**src/rtl/mux_alu_src_b_pipe.sv**
```systemverilog
// mux_alu_src_b_pipe: ALU operand-B selector feeding a 2-entry FIFO skid buffer.
// Ports:
//   clk_i        rising-edge clock
//   reset_i      synchronous active-high reset
//   b_i          register-file operand B
//   imm_i        raw instruction immediate
//   sel_i        mode select, sampled with in_valid_i
//   in_valid_i   producer offers b_i/imm_i/sel_i
//   in_ready_o   buffer can take an entry (registered state only)
//   operand_o    oldest buffered operand
//   out_valid_o  operand_o is valid
//   out_ready_i  consumer takes operand_o
//   bad_sel_o    sticky: a reserved mode was accepted
module mux_alu_src_b_pipe #(
    parameter int WIDTH  = 32,
    parameter int IMM_W  = 16,
    parameter int SHIFT  = 2,
    parameter int PC_INC = 4
) (
    input  logic             clk_i,
    input  logic             reset_i,
    input  logic [WIDTH-1:0] b_i,
    input  logic [IMM_W-1:0] imm_i,
    input  logic [2:0]       sel_i,
    input  logic             in_valid_i,
    output logic             in_ready_o,
    output logic [WIDTH-1:0] operand_o,
    output logic             out_valid_o,
    input  logic             out_ready_i,
    output logic             bad_sel_o
);
    logic [WIDTH-1:0] mem_q [2];
    logic [1:0]       cnt_q, cnt_d;
    logic             rd_q, rd_d;
    logic             bad_q, bad_d;
    logic [WIDTH-1:0] sext, res;
    logic             push, pop, wr;

    assign in_ready_o  = cnt_q != 2'd2;
    assign out_valid_o = cnt_q != 2'd0;
    assign operand_o   = mem_q[rd_q];
    assign bad_sel_o   = bad_q;
    assign push        = in_valid_i && in_ready_o;
    assign pop         = out_valid_o && out_ready_i;
    // a push only happens at count 0 or 1, so the tail slot is head xor count
    assign wr          = rd_q ^ cnt_q[0];

    // selection is made at accept time; shifted-out bits in mode 011 are simply truncated
    always_comb begin
        sext  = WIDTH'($signed(imm_i));
        res   = sel_i == 3'd0 ? b_i :
                sel_i == 3'd1 ? WIDTH'(PC_INC) :
                sel_i == 3'd2 ? sext :
                sel_i == 3'd3 ? sext << SHIFT :
                sel_i == 3'd4 ? WIDTH'(imm_i) :
                sel_i == 3'd5 ? WIDTH'(imm_i) << (WIDTH - IMM_W) : '0;
        cnt_d = cnt_q + 2'(push) - 2'(pop);
        rd_d  = rd_q ^ pop;
        bad_d = bad_q | (push && sel_i[2:1] == 2'b11);
    end

    always_ff @(posedge clk_i) begin
        if (reset_i) begin
            mem_q <= '{default: '0};
            cnt_q <= '0;
            rd_q  <= 1'b0;
            bad_q <= 1'b0;
        end else begin
            if (push) mem_q[wr] <= res;
            cnt_q <= cnt_d;
            rd_q  <= rd_d;
            bad_q <= bad_d;
        end
    end
endmodule
```
**config.mk**
```make
export PLATFORM = sky130hd
export DESIGN_NAME = mux_alu_src_b_pipe
export DESIGN_NICKNAME = d
export VERILOG_FILES = /design/src/rtl/mux_alu_src_b_pipe.sv
export SDC_FILE = /design/constraint.sdc
export NUM_CORES = 1
export LEC_CHECK = 0
export ABC_AREA = 1
export BUFFER_PORTS_ARGS = -buffer_cell sky130_fd_sc_hd__buf_4
export CAP_MARGIN = 25
export CORE_AREA = 3 3 138 107
export DETAILED_ROUTE_END_ITERATION = 16
export DIE_AREA = 0 0 141 110
export SLEW_MARGIN = 25
export SYNTH_ARGS = -nofsm -noshare
export SYNTH_HDL_FRONTEND = slang
export SYNTH_SLANG_ARGS = --single-unit
```
**constraint.sdc**
```tcl
create_clock -name clk_i -period 4.2 [get_ports clk_i]
set_input_delay 0.84 -clock clk_i [delete_from_list [all_inputs] [get_ports clk_i]]
set_output_delay 0.84 -clock clk_i [all_outputs]
set_load 0.02 [all_outputs]
```
==> impl_metrics.toml <==
[timing]
rsz0062_at_grt = "false"
fmax_ghz = 0.360
worst_pin_slew_ps = 844
setup_violations = 0
finalCritPeriodShare = 0.661
period_needed_ps = 2780
hold_viol = 0
worst_slack_ps = 1420
final_max_slew_viol_count = 0
relSlewSlack = 0.437
skew_ps = 3.70
fin_tns_setup_ps = 0

[worst_setup_path]
worstPathArrival_ps = 1940
rrSetupSlack_ps = 2060
startpoint = "rd_q$_SDFF_PP0_"
rr_worst_depth = 6
worstSetupPathType = "reg -> out"
r2r_start = "rd_q$_SDFF_PP0_"
critPathLaunchType = "flip-flop"
cp_data_required_time_ps = 3360
cp_max_fo = 43
endpoint_kind = "output pin"
r2r_end = "mem_q[52]$_SDFFE_PP0P_"

[global_routing]
grt_pass1_vias = 3770
antenna_found_initial = 0
grt_usage = 0.156
grt-ovfl-total = 0
grt_pass1_wl_microns = 19200
grt_max_degree = 65

[detailed_routing]
dr.pass1.iters = 5
drtIter0Drc = 338
drc = 0
route.antenna.remaining_nets = 0
routed_via_density = 4.48
wl_per_cell_microns = 12.8
vias = 4131
totalWireLength_microns = 11800

[hold_path]
hold-path-cell-count = 1
min_from = "bad_sel_o$_SDFF_PP0_"
hold_path.class = "reg -> reg"
min_to = "bad_sel_o$_SDFF_PP0_"

[power]
total_power_mw = 3.21
pwr-share-comb = 0.433
p_seq_frac = 0.314
clkPwrFrac = 0.253
power.leakage_nw = 2.69
p_sw_frac = 0.396
peakVddDrop_mv = 0.371
power_density_nw_per_um2 = 636
switchingPower_mw = 1.27
internal_power_mw = 1.94

[final_layout]
drive_gt1_frac = 0.170
nFillCells = 1500
stdcell_count = 923
fin_util = 0.372
insertedDiodeCount = 0
nNetsFinal = 800
area_growth_pct = 25.2

[placed_design]
gp_congestion = 0.833
dp.final_hpwl_microns = 8190
pre_cts_slack_ps = 1780
dp.cells = 907
port_buffers = 89

[flow_run]
maxCapViolCount = 0

[yosys]
synth-seq-cells = 68
syn_inst = 680
syn-cell-area_sq_um = 4030
ys_warn_count = 0
ys_seq_area_frac = 0.338
mappedNetlistNets = 737
avgSynthCellArea_sq_um = 5.93
synth_cell_types = 25

[clock_tree]
postCtsHoldBufs = 0
clk_path_buf_depth = 2
cts.sinks = 68
cts.clk_slew.worst_paths_ps = 50
root_buffer = "clkbuf_16"
clkLatencyLatePin_ps = 330
cts-resized-gates = 0
cts_tree = "yes"
htree_levels = 3
cts_buffers = 9
postCtsSetupBuffers = 0

[die]
start_util = 0.297
core_region_area_sq_um = 13600
ioPinCount = 90
dieWidth_microns = 141
die_height_microns = 110
dieArea_sq_um = 15500
rows = 37

[outcome]
status = "finished clean"
cell usage after synthesis (all sizes together):
master | n | share of area
ha | 2 | 0.0062
clkbuf | 10 | 0.0093
a21oi | 40 | 0.050
nand2 | 227 | 0.21
xnor2 | 1 | 0.0040
dfxtp | 68 | 0.34
o22ai | 1 | 0.0016
inv | 116 | 0.11
a31oi | 1 | 0.0031
or2 | 1 | 0.0016
o21a | 1 | 0.0019
o21ai | 45 | 0.056
buf | 30 | 0.044
xor2 | 1 | 0.0022
nand3 | 58 | 0.072
nor2 | 64 | 0.068
nand4 | 14 | 0.022
per-stage QoR:
step                hold slack [ps]  area, sq um
global placement                478         4730
CTS                             492         5050
detailed placement              467         4730
finish                          481         5050
global route                    513         5050
floorplan                       450         4030
cell usage in the layout, fill, tap and decap left out, types with 2 or more instances in the layout:
master,synthesis,final
dfxtp_1,68,67
o21ai_0,39,39
clkbuf_16,0,9
ha_1,2,2
nand3_1,58,58
nand2_2,4,4
inv_2,8,8
bufinv_16,0,2
clkbuf_1,10,2
o21ai_1,6,6
buf_4,8,92
a21oi_1,40,40
inv_1,108,108
nor2_4,4,4
nor2_1,59,59
nand2_1,223,223
nand4_1,14,14
flip-flops by register name, indices dropped and copies added, names as in the netlist:
register	cells
bad_sel_o	1
mem_q	64
cnt_q	2
rd_q	1
worst max-delay path, stage by stage (launching register included):
cell and delay (ps):
dfxtp_2 880, buf_4 340, nand2_1 70, o21ai_0 110
buf_4 190
how the worst max path moves through the flow:
| stage | depth (start not counted) | slack [ps] | to |
|---|---|---|---|
| after floorplan | 3 | 2250 | operand_o[23] |
| after global placement | 4 | 1800 | operand_o[13] |
| after detailed placement | 4 | 1780 | operand_o[21] |
| after CTS | 4 | 1410 | operand_o[21] |
| after global routing | 4 | 1280 | operand_o[21] |
| final | 4 | 1420 | operand_o[21] |
kinds of logic (layout without fill, tap and decap cells):
family,Yosys count,after routing,synth area share
buffers and inverters,156,224,0.161
XOR/XNOR,2,2,0.00621
adder cells (fa/ha/maj),2,2,0.00620
AND/OR/NAND/NOR,364,364,0.377
AO/OA/AOI/OAI,88,88,0.112
flip-flops,68,68,0.338
cell type report:
| class | count | area, sq um | share of cell area |
|---|---|---|---|
| flip-flops and latches | 68 | 1360 | 0.270 |
| inverters | 116 | 435 | 0.0863 |
| multi-input cells | 456 | 2020 | 0.400 |
| well taps | 175 | 219 | 0.0434 |
| repair buffers | 92 | 691 | 0.137 |
| clock inverters | 4 | 72.6 | 0.0144 |
| clock buffers | 12 | 246 | 0.0488 |
routing by layer:
metal  part of all wire  global-route usage
met1               0.50               0.216
met2               0.42               0.236
met3              0.067              0.0444
met4              0.011              0.0477
met5                  0                   0
power by group through the flow:
| stage | Combinational [mW] | Sequential [mW] | Clock, mW |
|---|---|---|---|
| after CTS | 1.40 | 1.01 | 0.833 |
| after detailed placement | 1.40 | 1.02 | 0 |
| after global routing | 1.57 | 1.04 | 0.856 |
| after floorplan | 1.03 | 0.961 | 0 |
| after global placement | 1.39 | 1.02 | 0 |
| final | 1.39 | 1.01 | 0.812 |
(Power assumes the default switching activity.)
